## src/rtl/snn_axil_csr_pkg.sv

```systemverilog
// snn_axil_csr shared definitions
// register map, field positions, response codes, reset defaults
package snn_csr_pkg;

   localparam logic [7:0] OFF_CTRL    = 8'h00;
   localparam logic [7:0] OFF_STATUS  = 8'h04;
   localparam logic [7:0] OFF_SPK_CNT = 8'h08;
   localparam logic [7:0] OFF_IRQ     = 8'h0C;
   localparam logic [7:0] OFF_LEAK    = 8'h10;
   localparam logic [7:0] OFF_THRESH  = 8'h14;
   localparam logic [7:0] OFF_REFRAC  = 8'h18;
   localparam logic [7:0] OFF_VERSION = 8'h1C;
   localparam logic [7:0] MAP_END     = 8'h20;

   localparam int CTRL_EN     = 0;
   localparam int CTRL_SOFT   = 1;
   localparam int CTRL_IRQ_EN = 2;
   localparam int IRQ_DONE    = 0;
   localparam int IRQ_OVF     = 1;

   localparam logic [1:0] RESP_OKAY   = 2'b00;
   localparam logic [1:0] RESP_SLVERR = 2'b10;

   localparam logic [31:0] DEF_VERSION = 32'h0001_0000;
   localparam logic [15:0] DEF_LEAK    = 16'd0;
   localparam logic [15:0] DEF_THRESH  = 16'd1000;
   localparam logic [7:0]  DEF_REFRAC  = 8'd5;

   // one byte lane of a strobed write
   function automatic logic [7:0] lane(
      input logic [7:0] old_b,
      input logic [7:0] new_b,
      input logic       en
   );
      return en ? new_b : old_b;
   endfunction

endpackage

```

## src/rtl/snn_axil_csr_if.sv

```systemverilog
// snn_axil_csr AXI4-Lite bus bundle
// master drives requests, slave drives ready/response
interface snn_axil_csr_if;
   logic [31:0] awaddr;
   logic [2:0]  awprot;
   logic        awvalid;
   logic        awready;
   logic [31:0] wdata;
   logic [3:0]  wstrb;
   logic        wvalid;
   logic        wready;
   logic [1:0]  bresp;
   logic        bvalid;
   logic        bready;
   logic [31:0] araddr;
   logic [2:0]  arprot;
   logic        arvalid;
   logic        arready;
   logic [31:0] rdata;
   logic [1:0]  rresp;
   logic        rvalid;
   logic        rready;

   modport master (
      output awaddr, awprot, awvalid, wdata, wstrb, wvalid,
      output bready, araddr, arprot, arvalid, rready,
      input  awready, wready, bresp, bvalid,
      input  arready, rdata, rresp, rvalid
   );

   modport slave (
      input  awaddr, awprot, awvalid, wdata, wstrb, wvalid,
      input  bready, araddr, arprot, arvalid, rready,
      output awready, wready, bresp, bvalid,
      output arready, rdata, rresp, rvalid
   );
endinterface

```

## src/rtl/snn_axil_csr_slave.sv

```systemverilog
// snn_axil_slave_if: AXI4-Lite handshake engine
// AW/W held independently; one write and one read in flight
module snn_axil_slave_if
   import snn_csr_pkg::*;
#(
   parameter int ADDR_W = 8
) (
   input  logic              aclk,
   input  logic              areset,
   snn_axil_csr_if.slave     s_axi,
   output logic              o_wr_en,
   output logic [ADDR_W-1:0] o_wr_addr,
   output logic [31:0]       o_wr_data,
   output logic [3:0]        o_wr_strb,
   input  logic              i_wr_err,
   output logic              o_rd_en,
   output logic [ADDR_W-1:0] o_rd_addr,
   input  logic [31:0]       i_rd_data,
   input  logic              i_rd_err
);

   logic              r_aw_hold;
   logic              r_w_hold;
   logic [ADDR_W-1:0] r_awaddr;
   logic [31:0]       r_wdata;
   logic [3:0]        r_wstrb;
   logic              r_bvalid;
   logic [1:0]        r_bresp;
   logic              r_rvalid;
   logic [31:0]       r_rdata;
   logic [1:0]        r_rresp;
   logic              w_aw_fire;
   logic              w_w_fire;
   logic              w_ar_fire;
   logic              w_unused;

   assign s_axi.awready = !areset && !r_aw_hold && !r_bvalid;
   assign s_axi.wready  = !areset && !r_w_hold && !r_bvalid;
   assign s_axi.arready = !areset && !r_rvalid;
   assign s_axi.bvalid  = r_bvalid;
   assign s_axi.bresp   = r_bresp;
   assign s_axi.rvalid  = r_rvalid;
   assign s_axi.rdata   = r_rdata;
   assign s_axi.rresp   = r_rresp;

   assign w_aw_fire = s_axi.awvalid && s_axi.awready;
   assign w_w_fire  = s_axi.wvalid && s_axi.wready;
   assign w_ar_fire = s_axi.arvalid && s_axi.arready;

   assign o_wr_en   = r_aw_hold && r_w_hold;
   assign o_wr_addr = r_awaddr;
   assign o_wr_data = r_wdata;
   assign o_wr_strb = r_wstrb;
   assign o_rd_en   = w_ar_fire;
   assign o_rd_addr = s_axi.araddr[ADDR_W-1:0];

   assign w_unused = &{1'b0, s_axi.awprot, s_axi.arprot,
                       s_axi.awaddr[31:ADDR_W],
                       s_axi.araddr[31:ADDR_W]};

   // capture AW and W, commit once both held, then hold B until bready
   always_ff @(posedge aclk) begin
      if (areset) begin
         r_aw_hold <= 1'b0;
         r_w_hold  <= 1'b0;
         r_awaddr  <= '0;
         r_wdata   <= '0;
         r_wstrb   <= '0;
         r_bvalid  <= 1'b0;
         r_bresp   <= RESP_OKAY;
      end else begin
         if (w_aw_fire) begin
            r_aw_hold <= 1'b1;
            r_awaddr  <= s_axi.awaddr[ADDR_W-1:0];
         end
         if (w_w_fire) begin
            r_w_hold <= 1'b1;
            r_wdata  <= s_axi.wdata;
            r_wstrb  <= s_axi.wstrb;
         end
         if (o_wr_en) begin
            r_aw_hold <= 1'b0;
            r_w_hold  <= 1'b0;
            r_bvalid  <= 1'b1;
            r_bresp   <= i_wr_err ? RESP_SLVERR : RESP_OKAY;
         end else if (r_bvalid && s_axi.bready) begin
            r_bvalid <= 1'b0;
         end
      end
   end

   // register read data on AR accept, hold R until rready
   always_ff @(posedge aclk) begin
      if (areset) begin
         r_rvalid <= 1'b0;
         r_rdata  <= '0;
         r_rresp  <= RESP_OKAY;
      end else if (w_ar_fire) begin
         r_rvalid <= 1'b1;
         r_rdata  <= i_rd_err ? 32'd0 : i_rd_data;
         r_rresp  <= i_rd_err ? RESP_SLVERR : RESP_OKAY;
      end else if (r_rvalid && s_axi.rready) begin
         r_rvalid <= 1'b0;
      end
   end

endmodule

```

## src/rtl/snn_axil_csr.sv

```systemverilog
// snn_axil_csr: SNN accelerator control/status registers
// decode, config outputs, spike counter, sticky irq status
module snn_axil_csr
   import snn_csr_pkg::*;
#(
   parameter int          ADDR_W     = 8,
   parameter logic [31:0] VERSION    = DEF_VERSION,
   parameter logic [15:0] LEAK_RST   = DEF_LEAK,
   parameter logic [15:0] THRESH_RST = DEF_THRESH,
   parameter logic [7:0]  REFRAC_RST = DEF_REFRAC
) (
   input  logic          aclk,
   input  logic          areset,
   snn_axil_csr_if.slave s_axi,
   input  logic          core_busy,
   input  logic          core_done_pulse,
   input  logic          core_spike_pulse,
   output logic          cfg_enable,
   output logic          cfg_soft_reset,
   output logic [15:0]   cfg_leak,
   output logic [15:0]   cfg_thresh,
   output logic [7:0]    cfg_refrac,
   output logic          interrupt
);

   logic              w_wr_en;
   logic [ADDR_W-1:0] w_wr_addr;
   logic [31:0]       w_wr_data;
   logic [3:0]        w_wr_strb;
   logic              w_wr_err;
   logic              w_rd_en;
   logic [ADDR_W-1:0] w_rd_addr;
   logic [31:0]       w_rd_data;
   logic              w_rd_err;
   logic [ADDR_W-1:0] w_wr_off;
   logic [ADDR_W-1:0] w_rd_off;
   logic              w_unused;

   logic        r_enable, r_irq_en, r_soft;
   logic [15:0] r_leak, r_thresh;
   logic [7:0]  r_refrac;
   logic [31:0] r_spk;
   logic        r_done, r_ovf, r_irq;

   logic        w_enable_nxt, w_irq_en_nxt, w_soft_nxt;
   logic [15:0] w_leak_nxt, w_thresh_nxt;
   logic [7:0]  w_refrac_nxt;
   logic [31:0] w_spk_nxt;
   logic        w_done_nxt, w_ovf_nxt, w_irq_nxt;
   logic [1:0]  w_clr;
   logic        w_spk_sat;

   snn_axil_slave_if #(.ADDR_W(ADDR_W)) u_slave (
      .aclk      (aclk),
      .areset    (areset),
      .s_axi     (s_axi),
      .o_wr_en   (w_wr_en),
      .o_wr_addr (w_wr_addr),
      .o_wr_data (w_wr_data),
      .o_wr_strb (w_wr_strb),
      .i_wr_err  (w_wr_err),
      .o_rd_en   (w_rd_en),
      .o_rd_addr (w_rd_addr),
      .i_rd_data (w_rd_data),
      .i_rd_err  (w_rd_err)
   );

   assign w_wr_off  = {w_wr_addr[ADDR_W-1:2], 2'b00};
   assign w_rd_off  = {w_rd_addr[ADDR_W-1:2], 2'b00};
   assign w_wr_err  = w_wr_off >= ADDR_W'(MAP_END);
   assign w_spk_sat = &r_spk;

   assign cfg_enable     = r_enable;
   assign cfg_soft_reset = r_soft;
   assign cfg_leak       = r_leak;
   assign cfg_thresh     = r_thresh;
   assign cfg_refrac     = r_refrac;
   assign interrupt      = r_irq;

   assign w_unused = &{1'b0, w_rd_en, w_wr_addr[1:0], w_rd_addr[1:0],
                       w_wr_data[31:16], w_wr_strb[3:2]};

   // next-state of every register; hw set beats W1C, soft reset beats all
   always_comb begin
      w_enable_nxt = r_enable;
      w_irq_en_nxt = r_irq_en;
      w_soft_nxt   = 1'b0;
      w_leak_nxt   = r_leak;
      w_thresh_nxt = r_thresh;
      w_refrac_nxt = r_refrac;
      w_clr        = 2'b00;
      if (w_wr_en && !w_wr_err) begin
         case (w_wr_off)
            ADDR_W'(OFF_CTRL): if (w_wr_strb[0]) begin
               w_enable_nxt = w_wr_data[CTRL_EN];
               w_irq_en_nxt = w_wr_data[CTRL_IRQ_EN];
               w_soft_nxt   = w_wr_data[CTRL_SOFT];
            end
            ADDR_W'(OFF_IRQ): if (w_wr_strb[0]) begin
               w_clr = w_wr_data[1:0];
            end
            ADDR_W'(OFF_LEAK): w_leak_nxt = {
               lane(r_leak[15:8], w_wr_data[15:8], w_wr_strb[1]),
               lane(r_leak[7:0], w_wr_data[7:0], w_wr_strb[0])};
            ADDR_W'(OFF_THRESH): w_thresh_nxt = {
               lane(r_thresh[15:8], w_wr_data[15:8], w_wr_strb[1]),
               lane(r_thresh[7:0], w_wr_data[7:0], w_wr_strb[0])};
            ADDR_W'(OFF_REFRAC): w_refrac_nxt =
               lane(r_refrac, w_wr_data[7:0], w_wr_strb[0]);
            default: ;
         endcase
      end
      if (w_soft_nxt) begin
         w_spk_nxt  = 32'd0;
         w_done_nxt = 1'b0;
         w_ovf_nxt  = 1'b0;
      end else begin
         w_spk_nxt  = (core_spike_pulse && !w_spk_sat) ?
                      r_spk + 32'd1 : r_spk;
         w_done_nxt = (r_done & ~w_clr[IRQ_DONE]) | core_done_pulse;
         // a spike arriving while saturated is lost and flagged
         w_ovf_nxt  = (r_ovf & ~w_clr[IRQ_OVF]) |
                      (core_spike_pulse && w_spk_sat);
      end
      w_irq_nxt = w_irq_en_nxt & (w_done_nxt | w_ovf_nxt);
   end

   // read mux from current state, so a same-cycle write is not visible
   always_comb begin
      w_rd_data = 32'd0;
      w_rd_err  = 1'b0;
      case (w_rd_off)
         ADDR_W'(OFF_CTRL):    w_rd_data = {29'd0, r_irq_en, 1'b0, r_enable};
         ADDR_W'(OFF_STATUS):  w_rd_data = {31'd0, core_busy};
         ADDR_W'(OFF_SPK_CNT): w_rd_data = r_spk;
         ADDR_W'(OFF_IRQ):     w_rd_data = {30'd0, r_ovf, r_done};
         ADDR_W'(OFF_LEAK):    w_rd_data = {16'd0, r_leak};
         ADDR_W'(OFF_THRESH):  w_rd_data = {16'd0, r_thresh};
         ADDR_W'(OFF_REFRAC):  w_rd_data = {24'd0, r_refrac};
         ADDR_W'(OFF_VERSION): w_rd_data = VERSION;
         default:              w_rd_err  = 1'b1;
      endcase
   end

   // register state update
   always_ff @(posedge aclk) begin
      if (areset) begin
         r_enable <= 1'b0;
         r_irq_en <= 1'b0;
         r_soft   <= 1'b0;
         r_leak   <= LEAK_RST;
         r_thresh <= THRESH_RST;
         r_refrac <= REFRAC_RST;
         r_spk    <= 32'd0;
         r_done   <= 1'b0;
         r_ovf    <= 1'b0;
         r_irq    <= 1'b0;
      end else begin
         r_enable <= w_enable_nxt;
         r_irq_en <= w_irq_en_nxt;
         r_soft   <= w_soft_nxt;
         r_leak   <= w_leak_nxt;
         r_thresh <= w_thresh_nxt;
         r_refrac <= w_refrac_nxt;
         r_spk    <= w_spk_nxt;
         r_done   <= w_done_nxt;
         r_ovf    <= w_ovf_nxt;
         r_irq    <= w_irq_nxt;
      end
   end

endmodule

```

## src/flat_wrapper.sv

```systemverilog
// flat-port wrapper written by rule: the top's interface ports become plain ports
module snn_axil_csr_flat import snn_csr_pkg::*;
#(
   parameter int          ADDR_W     = 8,
   parameter logic [31:0] VERSION    = DEF_VERSION,
   parameter logic [15:0] LEAK_RST   = DEF_LEAK,
   parameter logic [15:0] THRESH_RST = DEF_THRESH,
   parameter logic [7:0]  REFRAC_RST = DEF_REFRAC
)
  (aclk, areset, core_busy, core_done_pulse, core_spike_pulse, cfg_enable, cfg_soft_reset, cfg_leak, cfg_thresh, cfg_refrac, interrupt, s_axi_awaddr, s_axi_awprot, s_axi_awvalid, s_axi_wdata, s_axi_wstrb, s_axi_wvalid, s_axi_bready, s_axi_araddr, s_axi_arprot, s_axi_arvalid, s_axi_rready, s_axi_awready, s_axi_wready, s_axi_bresp, s_axi_bvalid, s_axi_arready, s_axi_rdata, s_axi_rresp, s_axi_rvalid);
  snn_axil_csr_if s_axi_i ();
  input  logic aclk;
  input  logic areset;
  input  logic core_busy;
  input  logic core_done_pulse;
  input  logic core_spike_pulse;
  output logic cfg_enable;
  output logic cfg_soft_reset;
  output logic [15:0] cfg_leak;
  output logic [15:0] cfg_thresh;
  output logic [7:0] cfg_refrac;
  output logic interrupt;
  input wire logic [$bits(s_axi_i.awaddr)-1:0] s_axi_awaddr;
  input wire logic [$bits(s_axi_i.awprot)-1:0] s_axi_awprot;
  input wire logic [$bits(s_axi_i.awvalid)-1:0] s_axi_awvalid;
  input wire logic [$bits(s_axi_i.wdata)-1:0] s_axi_wdata;
  input wire logic [$bits(s_axi_i.wstrb)-1:0] s_axi_wstrb;
  input wire logic [$bits(s_axi_i.wvalid)-1:0] s_axi_wvalid;
  input wire logic [$bits(s_axi_i.bready)-1:0] s_axi_bready;
  input wire logic [$bits(s_axi_i.araddr)-1:0] s_axi_araddr;
  input wire logic [$bits(s_axi_i.arprot)-1:0] s_axi_arprot;
  input wire logic [$bits(s_axi_i.arvalid)-1:0] s_axi_arvalid;
  input wire logic [$bits(s_axi_i.rready)-1:0] s_axi_rready;
  output wire logic [$bits(s_axi_i.awready)-1:0] s_axi_awready;
  output wire logic [$bits(s_axi_i.wready)-1:0] s_axi_wready;
  output wire logic [$bits(s_axi_i.bresp)-1:0] s_axi_bresp;
  output wire logic [$bits(s_axi_i.bvalid)-1:0] s_axi_bvalid;
  output wire logic [$bits(s_axi_i.arready)-1:0] s_axi_arready;
  output wire logic [$bits(s_axi_i.rdata)-1:0] s_axi_rdata;
  output wire logic [$bits(s_axi_i.rresp)-1:0] s_axi_rresp;
  output wire logic [$bits(s_axi_i.rvalid)-1:0] s_axi_rvalid;
  assign s_axi_i.awaddr = s_axi_awaddr;
  assign s_axi_i.awprot = s_axi_awprot;
  assign s_axi_i.awvalid = s_axi_awvalid;
  assign s_axi_i.wdata = s_axi_wdata;
  assign s_axi_i.wstrb = s_axi_wstrb;
  assign s_axi_i.wvalid = s_axi_wvalid;
  assign s_axi_i.bready = s_axi_bready;
  assign s_axi_i.araddr = s_axi_araddr;
  assign s_axi_i.arprot = s_axi_arprot;
  assign s_axi_i.arvalid = s_axi_arvalid;
  assign s_axi_i.rready = s_axi_rready;
  assign s_axi_awready = s_axi_i.awready;
  assign s_axi_wready = s_axi_i.wready;
  assign s_axi_bresp = s_axi_i.bresp;
  assign s_axi_bvalid = s_axi_i.bvalid;
  assign s_axi_arready = s_axi_i.arready;
  assign s_axi_rdata = s_axi_i.rdata;
  assign s_axi_rresp = s_axi_i.rresp;
  assign s_axi_rvalid = s_axi_i.rvalid;
  snn_axil_csr #(.ADDR_W(ADDR_W), .VERSION(VERSION), .LEAK_RST(LEAK_RST), .THRESH_RST(THRESH_RST), .REFRAC_RST(REFRAC_RST)) u_core (.aclk(aclk), .areset(areset), .s_axi(s_axi_i), .core_busy(core_busy), .core_done_pulse(core_done_pulse), .core_spike_pulse(core_spike_pulse), .cfg_enable(cfg_enable), .cfg_soft_reset(cfg_soft_reset), .cfg_leak(cfg_leak), .cfg_thresh(cfg_thresh), .cfg_refrac(cfg_refrac), .interrupt(interrupt));
endmodule
```

## config.mk

```make
export PLATFORM = sky130hd
export DESIGN_NAME = snn_axil_csr_flat
export DESIGN_NICKNAME = d
export VERILOG_FILES = /design/src/rtl/snn_axil_csr_pkg.sv /design/src/rtl/snn_axil_csr_if.sv /design/src/rtl/snn_axil_csr_slave.sv /design/src/rtl/snn_axil_csr.sv /design/src/flat_wrapper.sv
export SDC_FILE = /design/constraint.sdc
export NUM_CORES = 1
export LEC_CHECK = 0
export BUFFER_PORTS_ARGS = -buffer_cell sky130_fd_sc_hd__buf_2
export CAP_MARGIN = 20
export CORE_MARGIN = 2
export CORE_UTILIZATION = 30
export CTS_CLUSTER_DIAMETER = 100
export CTS_CLUSTER_SIZE = 14
export DETAILED_ROUTE_END_ITERATION = 10
export GPL_ROUTABILITY_DRIVEN = 0
export PLACE_DENSITY = 0.49
export RECOVER_POWER = 25
export SETUP_SLACK_MARGIN = 0.1
export SYNTH_ARGS = -nofsm -noshare
export SYNTH_HDL_FRONTEND = slang
export SYNTH_SLANG_ARGS = --single-unit
```

## constraint.sdc

```tcl
create_clock -name aclk -period 2.95 [get_ports aclk]
set_clock_uncertainty 0.05 [all_clocks]
set_input_delay 0.4425 -clock aclk [delete_from_list [all_inputs] [get_ports aclk]]
set_output_delay 0.4425 -clock aclk [all_outputs]
set_load 0.02 [all_outputs]
```

==> results.md <==
| Parameter | This run | Unit |
|---|---|---|
| Status | complete, no violations | - |
| Sw power | 0.00106 | W |
| Area of the core | 0.0188 | sq mm |
| Number of fill cells in the layout | 1959 | - |
| Diode insertion count for antenna repair | 0 | - |
| Number of buffers created by CTS | 17 | - |
| CTS max path bufs | 2 | - |
| Vias in the first global route | 4972 | - |
| Area of the mapped netlist | 0.00577 | sq mm |
| Vias post-DR | 5268 | - |
| Number of DRC violations after detailed routing | 0 | - |
| Avg Vias per Cell | 5.25 | - |
| Internal power consumption | 0.00309 | W |
| Distinct cell type count after synthesis | 57 | - |
| Sequential area share after synthesis | 48.6 | % |
| Worst Setup Path Type | reg -> reg | - |
| TNS Setup | 0 | ps |
| Power density of the placed cells | 585 | mW/mm^2 |
| Clk Tree Root Cell | clkbuf_16 | - |
| Final layout net count | 874 | - |
| Synth Area per Inst | 8.93 | sq um |
| Count of yosys warnings during synthesis | 0 | - |
| Proportion of power drawn by the clock network | 48.7 | % |
| CTS tree | yes | - |
| Die Area | 0.0204 | sq mm |
| Worst setup path startpoint | u_core.r_spk[5]$_SDFFE_PP0P_ | - |
| Switching share of total power | 25.5 | % |
| Post-Route Utilization | 37.7 | % |
| Clock-pin transition on the worst setup and hold timing paths | 70 | ps |
| Initial DRT Pass Iterations | 6 | - |
| Die outline width | 143 | microns |
| Final count of hold timing violations | 0 | - |
| Number of buffers added to fix hold violations after cts | 0 | - |
| R2R Path Start | u_core.r_spk[5]$_SDFFE_PP0P_ | - |
| Worst slew margin relative to its limit | 25.9 | % |
| Upper clock frequency limit | 0.401 | GHz |
| Part of the total power dissipated in sequential elements | 47.0 | % |
| Post-CTS Setup Repair Bufs | 0 | - |
| HPWL after detailed placement | 12.5 | mm |
| Data arrival time of the critical path | 2790 | ps |
| Initial core utilization | 30.7 | % |
| Initial antenna violation count | 0 | - |
| Final-report setup violation count | 0 | - |
| Per-cell routed wire length | 17.1 | microns |
| Standard-cell rows | 50 | - |
| Global-route congestion overflow total | 0 | - |
| Async set-or-reset flop fraction in the synthesized netlist | 0 | % |
| Sum of routed wire length over all layers | 17.1 | mm |
| Number of port buffers | 121 | - |
| Max H-tree Level | 4 | - |
| Fraction of layout cells with a size suffix above 1 | 16.5 | % |
| Startpoint of the worst hold path | s_axi_wdata[3] | - |
| Number of enable flip-flop cells after synthesis | 0 | - |
| Time the final worst path needs with I/O delays and setup | 2490 | ps |
| Area grow syn2layout | 22.8 | % |
| Unrepaired setup endpoints after global routing | no | - |
| CP max FO | 12 | - |
| Relative contribution of combinational cells to total power | 4.4 | % |
| Dominant synthesized flop cell | dfxtp_1 | - |
| Clk Latency, worst-skew pair | 420 | ps |
| Syn Inst Count | 646 | - |
| CTS sink cnt | 140 | - |
| Type of the worst min-delay path | in -> reg | - |
| Sort of element at the end of the critical path | register | - |
| DRC marker count from the first detailed-route iteration | 344 | - |
| Required time reported for the critical path endpoint | 3250 | ps |
| First-pass GRT wire length | 27.1 | mm |
| Final-report max-slew violation count | 0 | - |
| Total routing resource utilization after global routing | 17.1 | % |
| Pin count of the biggest net entering global routing | 39 | - |
| Number of max-capacitance violations reported | 0 | - |
| Die Height | 143 | microns |
| Number of storage elements in the synthesis netlist | 140 | - |
| Period utilisation layout | 84.4 | % |
| Number of gates resized after CTS | 0 | - |
| Worst Setup Start Kind | register | - |
| Slew of the pin with the lowest slew margin | 1110 | ps |
| Leakage power | 2.75 | nW |
| Number of nets with antenna violations after routing | 0 | - |
| Number of top-level pins | 200 | - |
| Worst VDD drop | 0.359 | mV |
-- state kept, by name (all words and copies together), names as in the netlist, 2 cells and up --
register                    cells
u_core.r_spk                   32
u_core.u_slave.o_wr_addr        6
u_core.cfg_refrac               8
u_core.u_slave.o_wr_data       16
u_core.u_slave.o_wr_strb        2
u_core.cfg_thresh              16
u_core.u_slave.s_axi.rdata     32
u_core.cfg_leak                16
-- cell usage in the layout, fill, tap and decap left out, drive strengths merged, types with 2 or more instances in the layout --
cell    netlist  final
dfxtp       140    140
buf          11     84
nand2        83     83
clkbuf       31     66
a21oi        63     63
nor2         60     60
mux2i        36     36
nand3        26     26
o21ai        24     24
inv          13     22
a22o         16     16
or3          16     16
a222oi       13     13
or4          13     13
o31ai        13     13
nand4        11     11
nor3         10     10
and3          9      9
a211o         6      6
xor2          6      6
nand2b        5      5
a21o          5      5
clkinv        0      5
and4          4      4
a221oi        3      3
o311ai        3      3
nor2b         2      2
nand3b        2      2
a311oi        2      2
a211oi        2      2
a32o          2      2
conb          1      2
and2          2      2
nor4          2      2
-- synthesized netlist by cell type, types with 2 or more instances --
master    count  area [sq um]
a21oi_1      63           315
nor2b_1       2          12.5
nor3_1        9          45.0
nor2_1       59           221
inv_1        13          48.8
or4_1        12          90.1
buf_2         5          25.0
nand3_1      26           130
a311oi_1      2          17.5
and4_1        4          35.0
a32o_1        2          20.0
a221oi_1      3          26.3
o21ai_0      19          95.1
mux2i_1      36           360
buf_4         3          22.5
buf_1         2          7.51
a211o_1       6          52.6
clkbuf_1     29           109
a21o_1        5          37.5
a211oi_1      2          15.0
o31ai_1      11          82.6
or3_1        16           100
nand2_1      83           312
xor2_1        6          52.6
o311ai_0      2          17.5
dfxtp_1     140          2800
nand2b_1      5          31.3
clkbuf_2      2          10.0
o21ai_1       5          25.0
nand3b_1      2          15.0
a222oi_1     13           130
and3_1        9          56.3
nand4_1      10          62.6
a22o_1       16           140
and2_1        2          12.5
-- power groups by stage --
| stage | registers [W] | logic (W) | clock network [W] |
|---|---|---|---|
| 2_1_floorplan | 0.00198 | 0.000112 | 0 |
| 3_3_place_gp | 0.00199 | 0.000178 | 0 |
| 3_5_place_dp | 0.00199 | 0.000181 | 0 |
| 4_1_cts | 0.00195 | 0.000183 | 0.00206 |
| 5_1_grt | 0.00195 | 0.000201 | 0.00215 |
| 6_report | 0.00195 | 0.000180 | 0.00202 |
-- area by class of cell --
class	count	area [sq um]	area share, %
clock buffer	17	425	6.01
inverter	13	48.8	0.689
multi-input combinational	452	2750	38.8
timing repair buffer	133	634	8.96
clock inverter	15	130	1.84
tap	234	293	4.14
sequential	140	2800	39.6
-- layer usage --
layer | part of all wire (%) | global-route usage, % | wire [microns] | up-vias
li1 | - | - | - | 2586
met1 | 45 | 22.0 | 7690 | 2487
met2 | 47 | 26.9 | 7990 | 164
met3 | 6.1 | 4.80 | 1040 | 31
met4 | 2.3 | 7.40 | 400 | 0
met5 | 0 | 0 | 0 | -
-- worst max-delay path, stage by stage (launching register included) --
cell and delay, ps:
dfxtp_1 510, nand4_2 220, nor2_2 320, nand4bb_1 420
or4b_2 740, a21oi_1 160
-- through the flow --
step                std cells  area (sq um)  power (W)  setup slack [ps]  hold WS, ps
global route             1004          7080    0.00430               259          199
global placement          972          6590    0.00216               571          383
CTS                      1004          7140    0.00419               496          181
finish                   1004          7080    0.00414               459          202
detailed placement        972          6590    0.00217               487          391
floorplan                 647          5770    0.00209               765          398
-- path summary, 6_finish.rpt --
check                                                     to  slack [ps]  cells after the start
setup / recovery               u_core.r_spk[29]$_SDFFE_PP0P_         460                      5
hold / removal      u_core.u_slave.o_wr_data[3]$_SDFFE_PP0P_         200                      3
setup reg to reg               u_core.r_spk[29]$_SDFFE_PP0P_         460                      5
hold reg to reg   u_core.u_slave.s_axi.rdata[7]$_SDFFE_PP0P_         400                      1
-- cells by family after synthesis --
logic type,Yosys count,share of synthesized area (%)
and+or+nand+nor,248,21.1
AOI/OAI and AO/OA,158,18.6
DFF,140,48.6
buffers and inverters,55,4.06
muxes,37,6.44
xor gates and xnor gates,6,0.911
adders and majority gates,1,0.217
other,1,0.0650
Power figures use the tool's default switching activity.
